$ cat src/rtl/wave_former_pkg.sv
// Shared types and helpers for the wave_former CORDIC front-ends.
// Holds the phase generator state encoding, the CORDIC gain constant and saturating negation.
package wave_former_pkg;

  typedef enum logic [1:0] {
    IDLE     = 2'd0,
    RUN      = 2'd1,
    STOPPING = 2'd2
  } phase_gen_state_t;

  // 1/1.6468 in Q1.15; callers pre-scale amplitudes by this to cancel the CORDIC gain.
  localparam logic [15:0] CORDIC_GAIN_INV = 16'd19898;

  // Negates a w-bit two's-complement value carried sign-extended in 32 bits.
  // The most negative value has no positive counterpart, so it clamps to the maximum.
  function automatic logic signed [31:0] sat_neg(input logic signed [31:0] a, input int w);
    logic signed [31:0] max_v;
    logic signed [31:0] min_v;
    max_v = (32'sd1 <<< (w - 1)) - 32'sd1;
    min_v = -max_v - 32'sd1;
    return (a == min_v) ? max_v : -a;
  endfunction

endpackage

$ cat src/rtl/cordic_quadrant_fold.sv
// Combinational fold of an angle/amplitude pair into the CORDIC convergence range (+/- pi/2).
// Angles in quadrants 2 and 3 are rotated by pi and the amplitude negated to compensate.
module cordic_quadrant_fold
  import wave_former_pkg::*;
#(
  parameter int XY_WIDTH = 16,
  parameter int Z_WIDTH  = 16
) (
  input  logic [Z_WIDTH-1:0]  p,
  input  logic [XY_WIDTH-1:0] amp,
  output logic [Z_WIDTH-1:0]  z,
  output logic [XY_WIDTH-1:0] x
);

  logic                flip;
  logic [XY_WIDTH-1:0] neg_amp;

  // Top two bits 01 or 10 mean the angle lies outside [-pi/2, pi/2).
  assign flip    = p[Z_WIDTH-1] ^ p[Z_WIDTH-2];
  assign neg_amp = XY_WIDTH'(sat_neg(32'(signed'(amp)), XY_WIDTH));

  assign z = flip ? {~p[Z_WIDTH-1], p[Z_WIDTH-2:0]} : p;
  assign x = flip ? neg_amp : amp;

endmodule

$ cat src/rtl/cordic_phase_gen.sv
// NCO phase generator feeding the rotation-mode CORDIC: accumulator, sample-rate divider,
// shadowed FTW applied at period wrap, period-aligned stop, and a two-stage output pipeline.
module cordic_phase_gen
  import wave_former_pkg::*;
#(
  parameter int PHASE_WIDTH = 32,
  parameter int XY_WIDTH    = 16,
  parameter int Z_WIDTH     = 16,
  parameter int RATE_WIDTH  = 16
) (
  input  logic                   clk,
  input  logic                   rst,
  input  logic                   en,
  input  logic                   run,
  input  logic [PHASE_WIDTH-1:0] ftw_in,
  input  logic                   ftw_load,
  input  logic [Z_WIDTH-1:0]     phase_offset_in,
  input  logic [XY_WIDTH-1:0]    amp_in,
  input  logic [RATE_WIDTH-1:0]  rate_div,
  output logic                   valid_out,
  output logic [XY_WIDTH-1:0]    x_out,
  output logic [XY_WIDTH-1:0]    y_out,
  output logic [Z_WIDTH-1:0]     z_out,
  output logic                   wrap_out,
  output logic                   busy_out
);

  phase_gen_state_t       state, state_nx;
  logic [RATE_WIDTH-1:0]  cnt;
  logic [PHASE_WIDTH-1:0] acc, acc_sum;
  logic [PHASE_WIDTH-1:0] ftw_active, shadow, shadow_nx;
  logic                   carry, strobe, wrap;

  // Sample stage: angle and amplitude captured on the strobe, folded one cycle later.
  logic                   s_valid, s_wrap;
  logic [Z_WIDTH-1:0]     s_p;
  logic [XY_WIDTH-1:0]    s_amp;
  logic [Z_WIDTH-1:0]     f_z;
  logic [XY_WIDTH-1:0]    f_x;

  // NOTE: every signal written in always_comb gets a default first, so no path leaves it
  // unassigned and no latch is inferred.
  always_comb begin
    shadow_nx        = ftw_load ? ftw_in : shadow;
    {carry, acc_sum} = {1'b0, acc} + {1'b0, ftw_active};
    strobe           = (state != IDLE) && (cnt == '0);
    wrap             = strobe && carry;
    state_nx         = state;
    case (state)
      IDLE:     if (run) state_nx = RUN;
      RUN:      if (!run) state_nx = STOPPING;
      STOPPING: begin
        if (run)       state_nx = RUN;
        else if (wrap) state_nx = IDLE;
      end
      default:  state_nx = IDLE;
    endcase
  end

  // NOTE: sequential state uses non-blocking assignments only, so every register samples
  // the pre-edge values regardless of statement order.
  always_ff @(posedge clk) begin
    if (rst) begin
      state      <= IDLE;
      busy_out   <= 1'b0;
      cnt        <= '0;
      acc        <= '0;
      shadow     <= '0;
      ftw_active <= '0;
      s_valid    <= 1'b0;
      s_wrap     <= 1'b0;
      s_p        <= '0;
      s_amp      <= '0;
    end else if (en) begin
      state    <= state_nx;
      busy_out <= (state_nx != IDLE);
      shadow   <= shadow_nx;
      if (state == IDLE) begin
        acc <= '0;
        cnt <= '0;
        if (ftw_load) ftw_active <= ftw_in;
      end else if (strobe) begin
        cnt <= rate_div;
        acc <= (state_nx == IDLE) ? '0 : acc_sum;
        // A load landing on the wrap cycle is taken here via shadow_nx.
        if (carry) ftw_active <= shadow_nx;
      end else begin
        cnt <= cnt - RATE_WIDTH'(1);
      end
      s_valid <= strobe;
      s_wrap  <= wrap;
      if (strobe) begin
        s_p   <= acc[PHASE_WIDTH-1 -: Z_WIDTH] + phase_offset_in;
        s_amp <= amp_in;
      end
    end
  end

  cordic_quadrant_fold #(
    .XY_WIDTH (XY_WIDTH),
    .Z_WIDTH  (Z_WIDTH)
  ) u_fold (
    .p   (s_p),
    .amp (s_amp),
    .z   (f_z),
    .x   (f_x)
  );

  always_ff @(posedge clk) begin
    if (rst) begin
      valid_out <= 1'b0;
      wrap_out  <= 1'b0;
      x_out     <= '0;
      y_out     <= '0;
      z_out     <= '0;
    end else if (en) begin
      valid_out <= s_valid;
      wrap_out  <= s_wrap;
      y_out     <= '0;
      if (s_valid) begin
        x_out <= f_x;
        z_out <= f_z;
      end
    end
  end

endmodule

$ cat config.mk
export PLATFORM = sky130hd
export DESIGN_NAME = cordic_phase_gen
export DESIGN_NICKNAME = d
export VERILOG_FILES = /design/src/rtl/wave_former_pkg.sv /design/src/rtl/cordic_quadrant_fold.sv /design/src/rtl/cordic_phase_gen.sv
export SDC_FILE = /design/constraint.sdc
export NUM_CORES = 1
export LEC_CHECK = 0
export BUFFER_PORTS_ARGS = -buffer_cell sky130_fd_sc_hd__buf_2
export CAP_MARGIN = 20
export CORE_MARGIN = 5
export CORE_UTILIZATION = 53
export CTS_CLUSTER_DIAMETER = 60
export CTS_CLUSTER_SIZE = 14
export DETAILED_ROUTE_END_ITERATION = 10
export GPL_TIMING_DRIVEN = 0
export PLACE_DENSITY_LB_ADDON = 0.1
export RECOVER_POWER = 100
export SYNTH_ARGS = -nofsm -noshare
export SYNTH_HDL_FRONTEND = slang
export SYNTH_HIERARCHICAL = 1
export SYNTH_SLANG_ARGS = --single-unit
export TNS_END_PERCENT = 100
$ cat constraint.sdc
create_clock -name clk -period 3.6 [get_ports clk]
set_input_delay 0.72 -clock clk [delete_from_list [all_inputs] [get_ports clk]]
set_output_delay 0.72 -clock clk [all_outputs]
set_load 0.05 [all_outputs]
==> flow_metrics.env, run 1 <==
export IMPL_status="finished, final reports clean"
export IMPL_hold_viol_final=0
export IMPL_synth_seq_area_share=0.359
export IMPL_p_total_uw=4930
export IMPL_powerDensity_mw_per_mm2=423
export IMPL_period_needed_ps=3380
export IMPL_grt_pass1_vias=8940
export IMPL_synth_avg_cell_area_um2=8.04
export IMPL_grt_pass1_wl_um=44200
export IMPL_critPathSlowestCell="fa_1"
export IMPL_grt_max_degree=17
export IMPL_worstPathRequired_ps=3930
export IMPL_end_kind="flip-flop"
export IMPL_synth_yosys_warnings=6
export IMPL_clockBufferDepth=2
export IMPL_cap_violations=0
export IMPL_async_flop_share=0
export IMPL_switching_power_uw=1440
export IMPL_dp_slack_ps=-189
export IMPL_core_mm2=0.0188
export IMPL_hp_class="reg2reg"
export IMPL_synth_most_common_cell="nand2_1"
export IMPL_ir_worst_vdd_mv=0.352
export IMPL_antenna_left=0
export IMPL_dpl_hpwl_um=20300
export IMPL_internal_power_uw=3490
export IMPL_clk_latency_ps=430
export IMPL_start_kind="flip-flop"
export IMPL_max_freq_ghz=0.296
export IMPL_combPwrFrac=0.192
export IMPL_synth_edf_count=0
export IMPL_yosysTopAreaCellShare=0.359
export IMPL_fill_cells=1795
export IMPL_swShare=0.291
export IMPL_crit_chain="ha_1, inv_1, fa_1, nand2b_1, a211o_1, a21oi_2, o31ai_2, o31ai_4, a21boi_2, a211oi_4, buf_12, buf_6, nor2_1, a211oi_1"
export IMPL_wl_per_cell_um=15.7
export IMPL_rsz0062_at_grt="no"
export IMPL_nets=1562
export IMPL_via_per_inst=5.47
export IMPL_critPathMaxFanout=10
export IMPL_cts_sinks=183
export IMPL_drt_pass1_iter_count=5
export IMPL_drive_above_1_share=0.133
export IMPL_setup_viol=0
export IMPL_initial_core_util=0.543
export IMPL_critical_path_class="reg2reg"
export IMPL_die_h_um=149
export IMPL_diodes=0
export IMPL_rows=50
export IMPL_yosys_area_top_type="dfxtp_1"
export IMPL_num_io_pins=136
export IMPL_cts_tree="done"
export IMPL_grt_antenna_before_repair=0
export IMPL_io_buffers=118
export IMPL_wl_um=26600
export IMPL_route_detailed_drc=0
export IMPL_first_iter_violations=583
export IMPL_cp_arrival_ps=3710
export IMPL_cts_root_buf="clkbuf_16"
export IMPL_yosysUniqueCellTypes=76
export IMPL_syn_inst=1271
export IMPL_htreeDepth=4
export IMPL_grt_usage=0.243
export IMPL_numCtsBuffers=17
export IMPL_leakagePower_uw=0.00499
export IMPL_area_growth_pct=14.1
export IMPL_ys_top_cells_by_count="235 x nand2_1, 183 x dfxtp_1, 147 x a21oi_1, 115 x nor2_1, 51 x clkbuf_1"
export IMPL_setup_ws_ps=221
export IMPL_skew_ps=9.44
export IMPL_vias=9282
export IMPL_synth_top_flop_cell="dfxtp_1"
export IMPL_die_width_um=149
export IMPL_clkSlewWorstSetupHoldPaths_ps=70
export IMPL_slowest_delay_ps=380
export IMPL_ys_top_cells_by_area="dfxtp_1 36%, nand2_1 8.6%, a21oi_1 7.2%"
export IMPL_p_clk_frac=0.367
export IMPL_post_route_period_util=0.939
export IMPL_seqPwrFrac=0.441
export IMPL_grt_overflow_total=0
export IMPL_dieArea_mm2=0.0222
export IMPL_max_slew_margin_rel=0.252
export IMPL_ys_ff_latch=183
export IMPL_syn_area_mm2=0.0102
export IMPL_max_slew_worst_pin_slew_ps=1110
export IMPL_gp_congestion=0.900
export IMPL_finalMaxSlewViolations=0
[power by group through the flow]
stage               Sequential [µW]  Clock [µW]  Combinational [µW]
finish                         2170        1810                 944
global placement               2210           0                 938
floorplan                      2200           0                 719
global route                   2180        1940                1050
detailed placement             2220           0                 951
CTS                            2170        1840                 963
[layer usage]
metal	vias to the layer above	GRT usage	share of wire
met5	-	0	0
li1	4747	-	-
met4	0	0.0737	0.020
met3	40	0.0374	0.049
met1	4239	0.307	0.45
met2	256	0.427	0.48
[through the flow]
stage	setup TNS, ps	utilization	area [µm²]	hold WS [ps]	std cells
2_1_floorplan	0	-	10300	432	1286
3_3_place_gp	-4260	0.594	11200	440	1664
3_5_place_dp	-5200	0.594	11200	443	1664
4_1_cts	0	0.626	11800	452	1697
5_1_grt	0	0.619	11700	464	1698
6_report	0	0.619	11700	453	1698
[registers in the layout, indices dropped and copies added, names as in the netlist, 2 cells and up]
register / flops
state: 2
x_out: 16
acc: 32
s_p: 16
s_amp: 16
cnt: 16
ftw_active: 32
shadow: 32
z_out: 16
[critical path: cells and delay by family (launching register included)]
family | cells | cell delay (ps)
AO/OA/AOI/OAI | 7 | 1730
adder cells (fa/ha/maj) | 2 | 580
buffers and inverters | 3 | 380
flip-flops | 1 | 340
AND/OR/NAND/NOR | 2 | 250
[worst paths after layout]
| check | startpoint | to | slack (ps) | cells past startpoint |
|---|---|---|---|---|
| min | shadow[23]$_SDFFE_PP0P_ | shadow[23]$_SDFFE_PP0P_ | 450 | 2 |
| max | acc[0]$_SDFFE_PP0P_ | ftw_active[9]$_SDFFE_PP0P_ | 220 | 14 |
| min reg2reg | shadow[23]$_SDFFE_PP0P_ | shadow[23]$_SDFFE_PP0P_ | 450 | 2 |
| max reg2reg | acc[0]$_SDFFE_PP0P_ | ftw_active[9]$_SDFFE_PP0P_ | 220 | 14 |
[cell families after synthesis]
group	after synthesis	share of synthesized area
AO/OA/AOI/OAI	369	0.244
XOR/XNOR	42	0.0360
adder cells (fa/ha/maj)	51	0.0639
buffers and inverters	133	0.0670
flip-flops	183	0.359
multiplexers	34	0.0333
other	1	0.000367
AND/OR/NAND/NOR	458	0.197
[area by class of cell]
type                            count  area [µm²]  share of cell area
Multi-Input combinational cell    970        5870               0.503
Inverter                           24        90.1             0.00773
Clock inverter                      6        66.3             0.00569
Timing Repair Buffer              121         577              0.0495
Sequential cell                   183        3660               0.314
Clock buffer                       25         495              0.0425
Buffer                            109         571              0.0489
Tap cell                          260         325              0.0279
[placed cells by master, fill, tap and decap left out, drive strengths merged, types with 19 or more instances in the layout]
cell type / synthesis / final
inv: 24 / 25
a211oi: 40 / 40
xor2: 19 / 19
ha: 49 / 49
nor2: 115 / 115
o21ai: 56 / 56
a21o: 22 / 22
a22oi: 27 / 27
nand2: 235 / 235
clkbuf: 52 / 124
a21oi: 149 / 149
buf: 57 / 131
dfxtp: 183 / 183
mux2i: 34 / 34
xnor2: 23 / 23
[what timing repair did]
action | CTS | global route
setup buffers | 2 | 1
endpoints found under the setup margin | 32 | 38
hold buffers | 0 | 0
pin swaps | 1 | 1
resized for setup | 0 | 2
(Power assumes the default switching activity.)
==> run 2: changes to the inputs <==
BUFFER_PORTS_ARGS = not set   (was -buffer_cell sky130_fd_sc_hd__buf_2)
CORE_UTILIZATION = 54   (was 53)
DONT_BUFFER_PORTS = 1   (was not set)
==> run 2 against run 1 <==
Critical path type unchanged; first-iteration DRC count down 7.9%; maximum frequency shrank 2.0%; hold slack worse by 67 ps; highest routed layer unchanged; critical path depth is the same; final cell count decreased by 8.5%; power grew 0.75%; clock power is 4% higher; sequential share of layout area increased by 1.5 points; core utilization is 2.1 points lower; setup slack worse by 68 ps.
==> flow_metrics.env, run 2 (synthesized netlist as in run 1, its figures left out) <==
export IMPL_status="finished, final reports clean"
export IMPL_rsz0062_at_grt="no"
export IMPL_via_per_inst=5.68
export IMPL_cts_tree="done"
export IMPL_num_io_pins=136
export IMPL_post_route_period_util=0.957
export IMPL_grt_pass1_wl_um=42300
export IMPL_cp_arrival_ps=3800
export IMPL_max_slew_margin_rel=0.245
export IMPL_leakagePower_uw=0.00465
export IMPL_drt_pass1_iter_count=5
export IMPL_max_slew_worst_pin_slew_ps=1120
export IMPL_diodes=0
export IMPL_crit_buf_inv=3
export IMPL_wl_um=26300
export IMPL_rows=50
export IMPL_grt_pass1_vias=8339
export IMPL_nets=1443
export IMPL_first_iter_violations=537
export IMPL_clk_latency_ps=440
export IMPL_powerDensity_mw_per_mm2=446
export IMPL_final_cell_mix="235 x nand2_1, 183 x dfxtp_1, 147 x a21oi_1, 115 x nor2_1, 59 x clkbuf_1"
export IMPL_critical_path_class="reg2reg"
export IMPL_area_growth_pct=9.04
export IMPL_io_buffers=0
export IMPL_drive_above_1_share=0.0917
export IMPL_critPathSlowestCell="o31ai_2"
export IMPL_holdBufCountCts=0
export IMPL_numCtsBuffers=17
export IMPL_setup_ws_ps=153
export IMPL_reg_top3="acc x32, ftw_active x32, shadow x32"
export IMPL_clkSlewWorstSetupHoldPaths_ps=70
export IMPL_dieArea_mm2=0.0218
export IMPL_critPathMaxFanout=10
export IMPL_htreeDepth=4
export IMPL_grt_antenna_before_repair=0
export IMPL_max_freq_ghz=0.290
export IMPL_dp_slack_ps=-245
export IMPL_wl_per_cell_um=16.9
export IMPL_cts_sinks=183
export IMPL_cts_root_buf="clkbuf_16"
export IMPL_setup_viol=0
export IMPL_crit_top_cell="o31ai_2"
export IMPL_ir_worst_vdd_mv=0.357
export IMPL_core_mm2=0.0186
export IMPL_setup_tns_ps=0
export IMPL_cap_violations=0
export IMPL_worstPathRequired_ps=3960
export IMPL_grt_max_degree=17
export IMPL_gp_congestion=0.916
export IMPL_vias=8824
export IMPL_crit_chain="ha_1, inv_1, fa_1, nand2b_1, a211o_1, a21oi_2, o31ai_2, o31ai_2, a21boi_2, a211oi_4, buf_12, buf_6, nor2_1, a211oi_2"
export IMPL_antenna_left=0
export IMPL_die_h_um=148
export IMPL_start_kind="flip-flop"
export IMPL_grt_overflow_total=0
export IMPL_clockBufferDepth=2
export IMPL_end_kind="flip-flop"
export IMPL_route_detailed_drc=0
export IMPL_layout_commonest_cell="nand2_1"
export IMPL_period_needed_ps=3450
export IMPL_dpl_hpwl_um=19800
export IMPL_fill_cells=1739
export IMPL_die_width_um=148
export IMPL_initial_core_util=0.548
export IMPL_grt_usage=0.238
export IMPL_crit_family="compound AO/OA/AOI/OAI gates"
export IMPL_finalMaxSlewViolations=0
export IMPL_skew_ps=16.0
export IMPL_hold_viol_final=0
export IMPL_slowest_delay_ps=430
export IMPL_hp_class="in2reg"
## run 2: cell count changes in the layout (fill, tap and decap cells not counted), moves of 2 or more
cell and change:
a211oi_1 -6, clkbuf_1 -41, clkinv_2 +3, clkinv_4 +2, a211oi_2 +6, buf_2 -82
## run 2: through the flow
stage	instance area [µm²]	util	instances	hold WS, ps	power (µW)
after floorplan	10300	-	1286	432	2920
after global placement	10600	0.567	1520	441	3100
after detailed placement	10600	0.567	1520	446	3110
after CTS	11200	0.600	1553	368	5000
after global routing	11100	0.598	1554	376	5190
final	11100	0.598	1554	386	4970
## run 2: path summary, 6_finish.rpt
path / end / cells after the start / from / slack [ps]
hold / removal: state[1]$_SDFFE_PP0P_ / 1 / run / 390
setup reg to reg: ftw_active[24]$_SDFFE_PP0P_ / 14 / acc[0]$_SDFFE_PP0P_ / 150
hold reg to reg: s_p[8]$_SDFFE_PP0P_ / 2 / s_p[8]$_SDFFE_PP0P_ / 450
setup / recovery: ftw_active[24]$_SDFFE_PP0P_ / 14 / acc[0]$_SDFFE_PP0P_ / 150
## run 2: final cells by class
class / count / area [µm²] / share of cell area
clock buffer: 21 / 470 / 0.0422
sequential: 183 / 3660 / 0.329
multi-input combinational: 970 / 5900 / 0.529
timing repair buffer: 2 / 27.5 / 0.00247
clock inverter: 11 / 121 / 0.0109
tap: 234 / 293 / 0.0263
buffer: 109 / 578 / 0.0519
inverter: 24 / 90.1 / 0.00809
## run 2: repair_timing
| action | CTS | global route |
|---|---|---|
| setup buffers | 1 | 1 |
| gates resized for setup | 0 | 2 |
| pin swaps | 1 | 1 |
| endpoints found under the setup margin | 32 | 34 |
| cloned | 0 | 0 |
## run 2: worst register-to-register path: cells and delay by family (launching register included)
kind | cells | cell delay [ps]
buffers and inverters | 3 | 410
AND/OR/NAND/NOR | 2 | 270
AO/OA/AOI/OAI | 7 | 1770
adder cells (fa/ha/maj) | 2 | 580
flip-flops | 1 | 340
## run 2: where the power goes
group | total (µW) | switching (µW) | internal (µW)
clock network | 1890 | 815 | 1080
registers | 2180 | 69.6 | 2110
logic | 894 | 564 | 330
total | 4970 | 1450 | 3520
## run 2: metal layers
layer,routed length [µm],vias to the layer above,global-route usage
met5,0,-,0
met1,11500,4034,0.300
li1,-,4504,-
met4,581,0,0.0708
met3,1600,42,0.0527
met2,12600,244,0.407
